**config.mk**
```make
export PLATFORM = sky130hd
export DESIGN_NAME = product_bcd_converter
export DESIGN_NICKNAME = d
export VERILOG_FILES = /design/src/rtl/product_bcd_pkg.sv /design/src/rtl/bcd_digit_adj.sv /design/src/rtl/product_bcd_converter.sv
export SDC_FILE = /design/constraint.sdc
export NUM_CORES = 2
export LEC_CHECK = 0
export ABC_AREA = 1
export ABC_CLOCK_PERIOD_IN_PS = 3700
export CAP_MARGIN = 20
export CORE_AREA = 4 4 438 440
export CTS_CLUSTER_DIAMETER = 30
export DETAILED_ROUTE_END_ITERATION = 12
export DIE_AREA = 0 0 442 444
export PLACE_DENSITY = 0.53
export SYNTH_ARGS = -nofsm -noshare
export SYNTH_HDL_FRONTEND = slang
export SYNTH_SLANG_ARGS = --single-unit
```
**constraint.sdc**
```tcl
create_clock -name clk -period 3.7 [get_ports clk]
set_clock_uncertainty 0.15 [all_clocks]
set_input_delay 0.555 -clock clk [delete_from_list [all_inputs] [get_ports clk]]
set_output_delay 0.555 -clock clk [all_outputs]
set_load 0.01 [all_outputs]
```
**src/rtl/product_bcd_pkg.sv**
```systemverilog
// Shared widths, FSM states and double-dabble constants for the product BCD converter.
package product_bcd_pkg;

  localparam int unsigned IN_W   = 512;
  localparam int unsigned DIGITS = 155;
  localparam int unsigned BCD_W  = 4 * DIGITS;
  localparam int unsigned CNT_W  = $clog2(IN_W + 1);
  localparam int unsigned NDIG_W = 8;

  localparam logic [3:0] BCD_ADJ_THRESH = 4'd5;
  localparam logic [3:0] BCD_ADJ_ADD    = 4'd3;

  typedef enum logic [1:0] {
    IDLE  = 2'd0,
    SHIFT = 2'd1,
    DONE  = 2'd2
  } state_e;

endpackage

```
**src/rtl/bcd_digit_adj.sv**
```systemverilog
// Double-dabble correction cell: adds 3 to a BCD digit that is 5 or more.
module bcd_digit_adj
  import product_bcd_pkg::*;
(
  input  logic [3:0] digit_i,
  output logic [3:0] digit_o
);

  assign digit_o = (digit_i >= BCD_ADJ_THRESH) ? (digit_i + BCD_ADJ_ADD) : digit_i;

endmodule

```
**src/rtl/product_bcd_converter.sv**
```systemverilog
// Serial double-dabble converter: 512-bit product in, 155 packed BCD digits out.
// Optional significant-digit count output enabled by PRODUCT_BCD_NDIG_EN.
module product_bcd_converter
  import product_bcd_pkg::*;
(
  input  logic              clk,
  input  logic              rst,
  input  logic              in_valid,
  output logic              in_ready,
  input  logic [IN_W-1:0]   in_data,
  output logic              out_valid,
  input  logic              out_ready,
  output logic [BCD_W-1:0]  bcd
`ifdef PRODUCT_BCD_NDIG_EN
  ,
  output logic [NDIG_W-1:0] out_ndigits
`endif
);

  state_e             state_q, state_d;
  logic [IN_W-1:0]    shreg_q, shreg_d;
  logic [BCD_W-1:0]   bcd_q, bcd_d;
  logic [CNT_W-1:0]   cnt_q, cnt_d;
  logic               in_ready_q, in_ready_d;
  logic               out_valid_q, out_valid_d;

  logic [BCD_W-1:0]   bcd_adj;
  logic [BCD_W-1:0]   bcd_shift_c;
  logic               last_shift_c;
  logic               unused_top_bit;

  // Per-digit add-3 correction on the current register value.
  for (genvar g = 0; g < DIGITS; g++) begin : g_adj
    bcd_digit_adj u_adj (
      .digit_i (bcd_q[4*g +: 4]),
      .digit_o (bcd_adj[4*g +: 4])
    );
  end

  // The top digit never reaches 8 before a shift, so its corrected MSB is always zero.
  assign unused_top_bit = bcd_adj[BCD_W-1];
  assign bcd_shift_c    = {bcd_adj[BCD_W-2:0], shreg_q[IN_W-1]};
  assign last_shift_c   = (cnt_q == CNT_W'(IN_W - 1));

  always_comb begin
    state_d     = state_q;
    shreg_d     = shreg_q;
    bcd_d       = bcd_q;
    cnt_d       = cnt_q;
    in_ready_d  = in_ready_q;
    out_valid_d = out_valid_q;
    case (state_q)
      IDLE: begin
        if (in_valid) begin
          state_d    = SHIFT;
          shreg_d    = in_data;
          bcd_d      = '0;
          cnt_d      = '0;
          in_ready_d = 1'b0;
        end
      end
      SHIFT: begin
        bcd_d   = bcd_shift_c;
        shreg_d = {shreg_q[IN_W-2:0], 1'b0};
        cnt_d   = cnt_q + CNT_W'(1);
        if (last_shift_c) begin
          state_d     = DONE;
          out_valid_d = 1'b1;
        end
      end
      DONE: begin
        if (out_ready) begin
          state_d     = IDLE;
          out_valid_d = 1'b0;
          in_ready_d  = 1'b1;
        end
      end
      default: begin
        state_d     = IDLE;
        in_ready_d  = 1'b1;
        out_valid_d = 1'b0;
      end
    endcase
  end

  always_ff @(posedge clk) begin
    if (rst) begin
      state_q     <= IDLE;
      shreg_q     <= '0;
      bcd_q       <= '0;
      cnt_q       <= '0;
      in_ready_q  <= 1'b1;
      out_valid_q <= 1'b0;
    end else begin
      state_q     <= state_d;
      shreg_q     <= shreg_d;
      bcd_q       <= bcd_d;
      cnt_q       <= cnt_d;
      in_ready_q  <= in_ready_d;
      out_valid_q <= out_valid_d;
    end
  end

  assign in_ready  = in_ready_q;
  assign out_valid = out_valid_q;
  assign bcd       = bcd_q;

`ifdef PRODUCT_BCD_NDIG_EN
  logic [NDIG_W-1:0] ndig_c;
  logic [NDIG_W-1:0] ndig_q;

  // Priority encoder on the final shifted value; highest nonzero digit wins, zero reports 1.
  always_comb begin
    ndig_c = NDIG_W'(1);
    for (int unsigned i = 1; i < DIGITS; i++) begin
      if (bcd_shift_c[4*i +: 4] != 4'd0) ndig_c = NDIG_W'(i + 1);
    end
  end

  always_ff @(posedge clk) begin
    if (rst) begin
      ndig_q <= '0;
    end else if ((state_q == SHIFT) && last_shift_c) begin
      ndig_q <= ndig_c;
    end
  end

  assign out_ndigits = ndig_q;
`endif

endmodule

```
==> After elaboration in Yosys (flattened, before gate mapping) <==
Cells that the tools add are included.
W data, S select, Z words.
{ "totals": {"regBits": 1146, "rom_bits": 0, "memories": 0, "latch_bits": 0, "inputBits": 516, "ramBits": 0, "out_inout_bits": 622, "elab_cells": 502} }
{ "op_classes": {"order_cmp": 155, "n_div": 0, "reduce_logical": 6, "multipliers": 0, "n_shift": 0, "n_addsub": 156, "eq_ne": 6, "bitwise_logic": 2, "mux": 171} }
{ "op_table": {"columns": ["operator", "n"], "rows": [
  ["$pmux W620 S2", 1],
  ["$pmux W512 S2", 1],
  ["$ge A4 B3 Y1 const B", 155],
  ["$mux W620", 1],
  ["$add A4 B2 Y4 const B", 154],
  ["$mux W4", 154],
  ["$mux W512", 1],
  ["$pmux W10 S2", 1],
  ["$add A10 B1 Y10 const B", 1],
  ["$eq A10 B9 Y1 const B", 1],
  ["$mux W10", 1],
  ["$reduce_and A3 Y1", 3],
  ["$mux W2", 3],
  ["$ne A2 B2 Y1 const B", 3],
  ["$pmux W1 S3", 2],
  ["$pmux W2 S3", 1],
  ["$mux W1", 4],
  ["$add A3 B2 Y3 const B", 1],
  ["$mux W3", 1],
  ["$eq A2 B1 Y1 const B", 1],
  ["$eq A2 B2 Y1 const B", 1],
  ["$logic_not A2 Y1", 1],
  ["$not A1 Y1", 2],
  ["$reduce_and A2 Y1", 1],
  ["$reduce_bool A2 Y1", 1]
]} }

==> Logic depth before layout (Yosys ltp) <==
{ "depth": {"ltp_word": 3, "ltp_mapped": 9, "ltp_nobuf": 9} }

==> By module <==
A second synthesis with hierarchy kept.
{ "hier_totals": {"cells_unflattened": 8686, "area_unflattened_um2": 62498.7} }
{ "modules_own_cells": {"columns": ["module", "cells_each", "area_per_inst_um2", "seq_area_each_um2", "instances"], "rows": [
  ["product_bcd_converter", 5121, 41553.6, 22942.0, 1],
  ["bcd_digit_adj", 23, 135.1, 0.0, 155]
]} }

==> Worst setup path before layout <==
OpenSTA, ideal clock, no wires.
{ "synth_path": {"path_type": "input-to-reg", "from": "input rst", "to": "register bcd_q[100] (netlist: bcd[100])", "stages": 5, "path_slack_ps": 1903, "setup_time_ps": 128, "required_ps": 3422, "t_arrival_ps": 1520, "n_path_buf": 4, "cell_sequence": "clkbuf_1 -> buf_2 -> clkbuf_1 -> clkbuf_1 -> nor2_1"} }
{ "synth_lines": {"columns": ["element", "line", "source"], "rows": [
  ["start: declaration", "product_bcd_converter.sv:7", "input logic rst,"],
  ["end signal: assignment", "product_bcd_converter.sv:90", "bcd_q <= '0;"],
  ["end signal: assignment", "product_bcd_converter.sv:97", "bcd_q <= bcd_d;"],
  ["end: declaration", "product_bcd_converter.sv:22", "logic [BCD_W-1:0] bcd_q, bcd_d;"]
]} }
No word-level cell between the ends.

==> Final worst setup path <==
{ "layout_path": {"from": "register bcd_q[610] (netlist: bcd[610])", "to": "output bcd[610]"} }
{ "layout_lines": {"columns": ["element", "line", "source"], "rows": [
  ["end: declaration", "product_bcd_converter.sv:13", "output logic [BCD_W-1:0] bcd"]
]} }
No word-level cell between the ends.

==> results.sh <==
export IMPL_status="complete, no violations"
export IMPL_synth_area_um2=59300
export IMPL_cts_made_buffers=352
export IMPL_synthTopCellsByArea="dfxtp_1 (39%), nor2_1 (11%), nand2_1 (10%), a21oi_1 (9.7%), ha_1 (6.6%)"
export IMPL_p_leak_nw=32.2
export IMPL_gp_congestion=0.890
export IMPL_pin_count=1138
export IMPL_io_buffers=1137
export IMPL_die_area_um2=196000
export IMPL_postRouteAntennaNets=0
export IMPL_slowest_delay_ps=880
export IMPL_synth_main_ff_cell="dfxtp_1"
export IMPL_rsz0062_at_grt="no"
export IMPL_via_count=62243
export IMPL_async_flop_share=0
export IMPL_yosys_warnings=0
export IMPL_htree_levels=5
export IMPL_p_total_w=0.0481
export IMPL_end_kind="output pin"
export IMPL_postCtsResizedCells=0
export IMPL_first_pass_iters=6
export IMPL_ys_ff_latch=1146
export IMPL_track_usage=0.217
export IMPL_synthTopCellsByCount="nor2_1 (1,806), nand2_1 (1,633), dfxtp_1 (1,146)"
export IMPL_crit_chain="clkdlybuf4s50_1"
export IMPL_crit_type="reg -> out"
export IMPL_synth_area_per_cell_um2=6.76
export IMPL_drc=0
export IMPL_synth_nets=9608
export IMPL_slew_headroom=0.322
export IMPL_hpwl_mm=159
export IMPL_core_area_um2=188000
export IMPL_ctsHoldBuffers=1
export IMPL_die_y_um=444
export IMPL_num_fill_cells=18720
export IMPL_first_iter_violations=4035
export IMPL_worst_skew_pair_late_latency_ps=900
export IMPL_ir_drop_v=0.000499
export IMPL_grt_pass1_vias=58302
export IMPL_cp_buffers_inverters=1
export IMPL_synth_top_area_cell="dfxtp_1"
export IMPL_final_area_um2=85000
export IMPL_area_growth_pct=43.4
export IMPL_cts_tree="built"
export IMPL_overflow=0
export IMPL_antenna_found_initial=16
export IMPL_crit_path_start_kind="flip-flop"
export IMPL_timing_final_crit_share=0.782
export IMPL_worst_slew_pin_transition_ps=1020
export IMPL_yosysSeqAreaShare=0.387
export IMPL_grt_pass1_wl_mm=341
export IMPL_fin_setup_tns_ps=0
export IMPL_powerDensity_nw_per_um2=565
export IMPL_synthCells=8781
export IMPL_critical_path_top_delay_family="buffers and inverters"
export IMPL_setup_viol=0
export IMPL_hold_violations=0
export IMPL_wl_mm=226
export IMPL_placed_area_um2=73000
export IMPL_fp_row_count=159
export IMPL_arrival_ps=2190
export IMPL_cts_buffer_depth=4
export IMPL_critical_path_max_fanout=6
export IMPL_clock_sinks=1146
export IMPL_drv_slew=0
export IMPL_postCtsSetupRepairBufs=0
export IMPL_die_w_um=442
export IMPL_start_util=0.316
export IMPL_synth_top_area_frac=0.387
export IMPL_drive_gt1_frac=0.0653
export IMPL_grt_max_degree=170
export IMPL_max_cap_violations=0
export IMPL_synth_edf_count=0
export IMPL_cp_slowest_cell="clkdlybuf4s50_1"
export IMPL_routedWlPerCell_um=17.8
export IMPL_fin_crit_ps=2900
export IMPL_viasPerCell=4.92
export IMPL_path_clk_slew_ps=40
export IMPL_nets=10710
export IMPL_synth_cell_types=22
export IMPL_synth_most_common_cell="nor2_1"
export IMPL_clock_fmax_mhz=345
export IMPL_min_delay_path_class="in -> reg"
export IMPL_crit_required_ps=2990
export IMPL_cts_root_buf="clkbuf_16"
==> per-stage QoR <==
stage	util	std cells	hold slack [ps]	setup slack [ps]
2_1_floorplan	-	8781	291	1900
3_3_place_gp	0.389	12023	296	696
3_5_place_dp	0.389	12023	300	685
4_1_cts	0.453	12640	32.6	711
5_1_grt	0.453	12652	76.5	743
6_report	0.453	12653	139	805
==> final cells by class <==
class / instances / area (um2) / share of cell area
tap: 2495 / 3120 / 0.0367
clock buffer: 480 / 10000 / 0.118
multi-input combinational: 6511 / 31800 / 0.374
inverter: 631 / 2380 / 0.0280
clock inverter: 136 / 2030 / 0.0239
timing repair buffer: 1241 / 12700 / 0.150
antenna: 13 / 32.5 / 0.000383
sequential: 1146 / 22900 / 0.270
==> worst register-to-register path, delay by kind of cell, from the launching register on <==
kind / cells / cell delay (ps)
and+or+nand+nor: 1 / 150
AOI/OAI and AO/OA: 2 / 490
buffers and inverters: 2 / 1380
DFF: 1 / 420
==> metal layers <==
metal	wire, um	vias up	share of wire	GRT usage
met5	13	-	0.000058	0
met4	13800	2	0.061	0.131
met3	13500	483	0.060	0.0498
met2	105000	1936	0.47	0.354
met1	92800	28760	0.41	0.258
li1	-	31062	-	-
==> path summary, 6_finish.rpt <==
check / start / to / slack [ps] / cells past startpoint
max: bcd[610]$_SDFFE_PP0P_ / bcd[610] / 800 / 1
max reg2reg: state_q[1]$_SDFFE_PP0P_ / shreg_q[19]$_SDFFE_PP0P_ / 1060 / 5
min reg2reg: shreg_q[502]$_SDFFE_PP0P_ / shreg_q[502]$_SDFFE_PP0P_ / 310 / 2
min: in_data[0] / shreg_q[0]$_SDFFE_PP0P_ / 140 / 3
==> kinds of logic after synthesis <==
logic type                 Yosys count  synth area share
adders and majority gates          311            0.0656
and+or+nand+nor                   3917             0.261
xor gates and xnor gates           154            0.0227
buffers and inverters             1124            0.0773
AOI/OAI and AO/OA                 2129             0.186
DFF                               1146             0.387
==> flip-flops by register name, indices dropped and copies added, names as in the netlist <==
signal / count
out_valid: 1
in_ready: 1
state_q: 2
shreg_q: 512
bcd: 620
cnt_q: 10
==> where the power goes <==
part	internal, W	total (W)	switching (W)
Sequential	0.0131	0.0134	0.000332
Clock	0.0220	0.0304	0.00839
Combinational	0.00155	0.00427	0.00271
Total	0.0366	0.0481	0.0114
==> placed cells by master, fill, tap and decap left out, drive strengths merged, types with 154 or more instances in the layout <==
| master | instances |
|---|---|
| dfxtp | 1146 |
| xor2 | 154 |
| clkbuf | 480 |
| nand2 | 1633 |
| o21ai | 828 |
| a21oi | 1145 |
| nand4 | 156 |
| clkdlybuf4s50 | 1136 |
| inv | 637 |
| nor2 | 1807 |
| o211ai | 155 |
| ha | 311 |
| nand3 | 319 |
(Power assumes the default switching activity.)
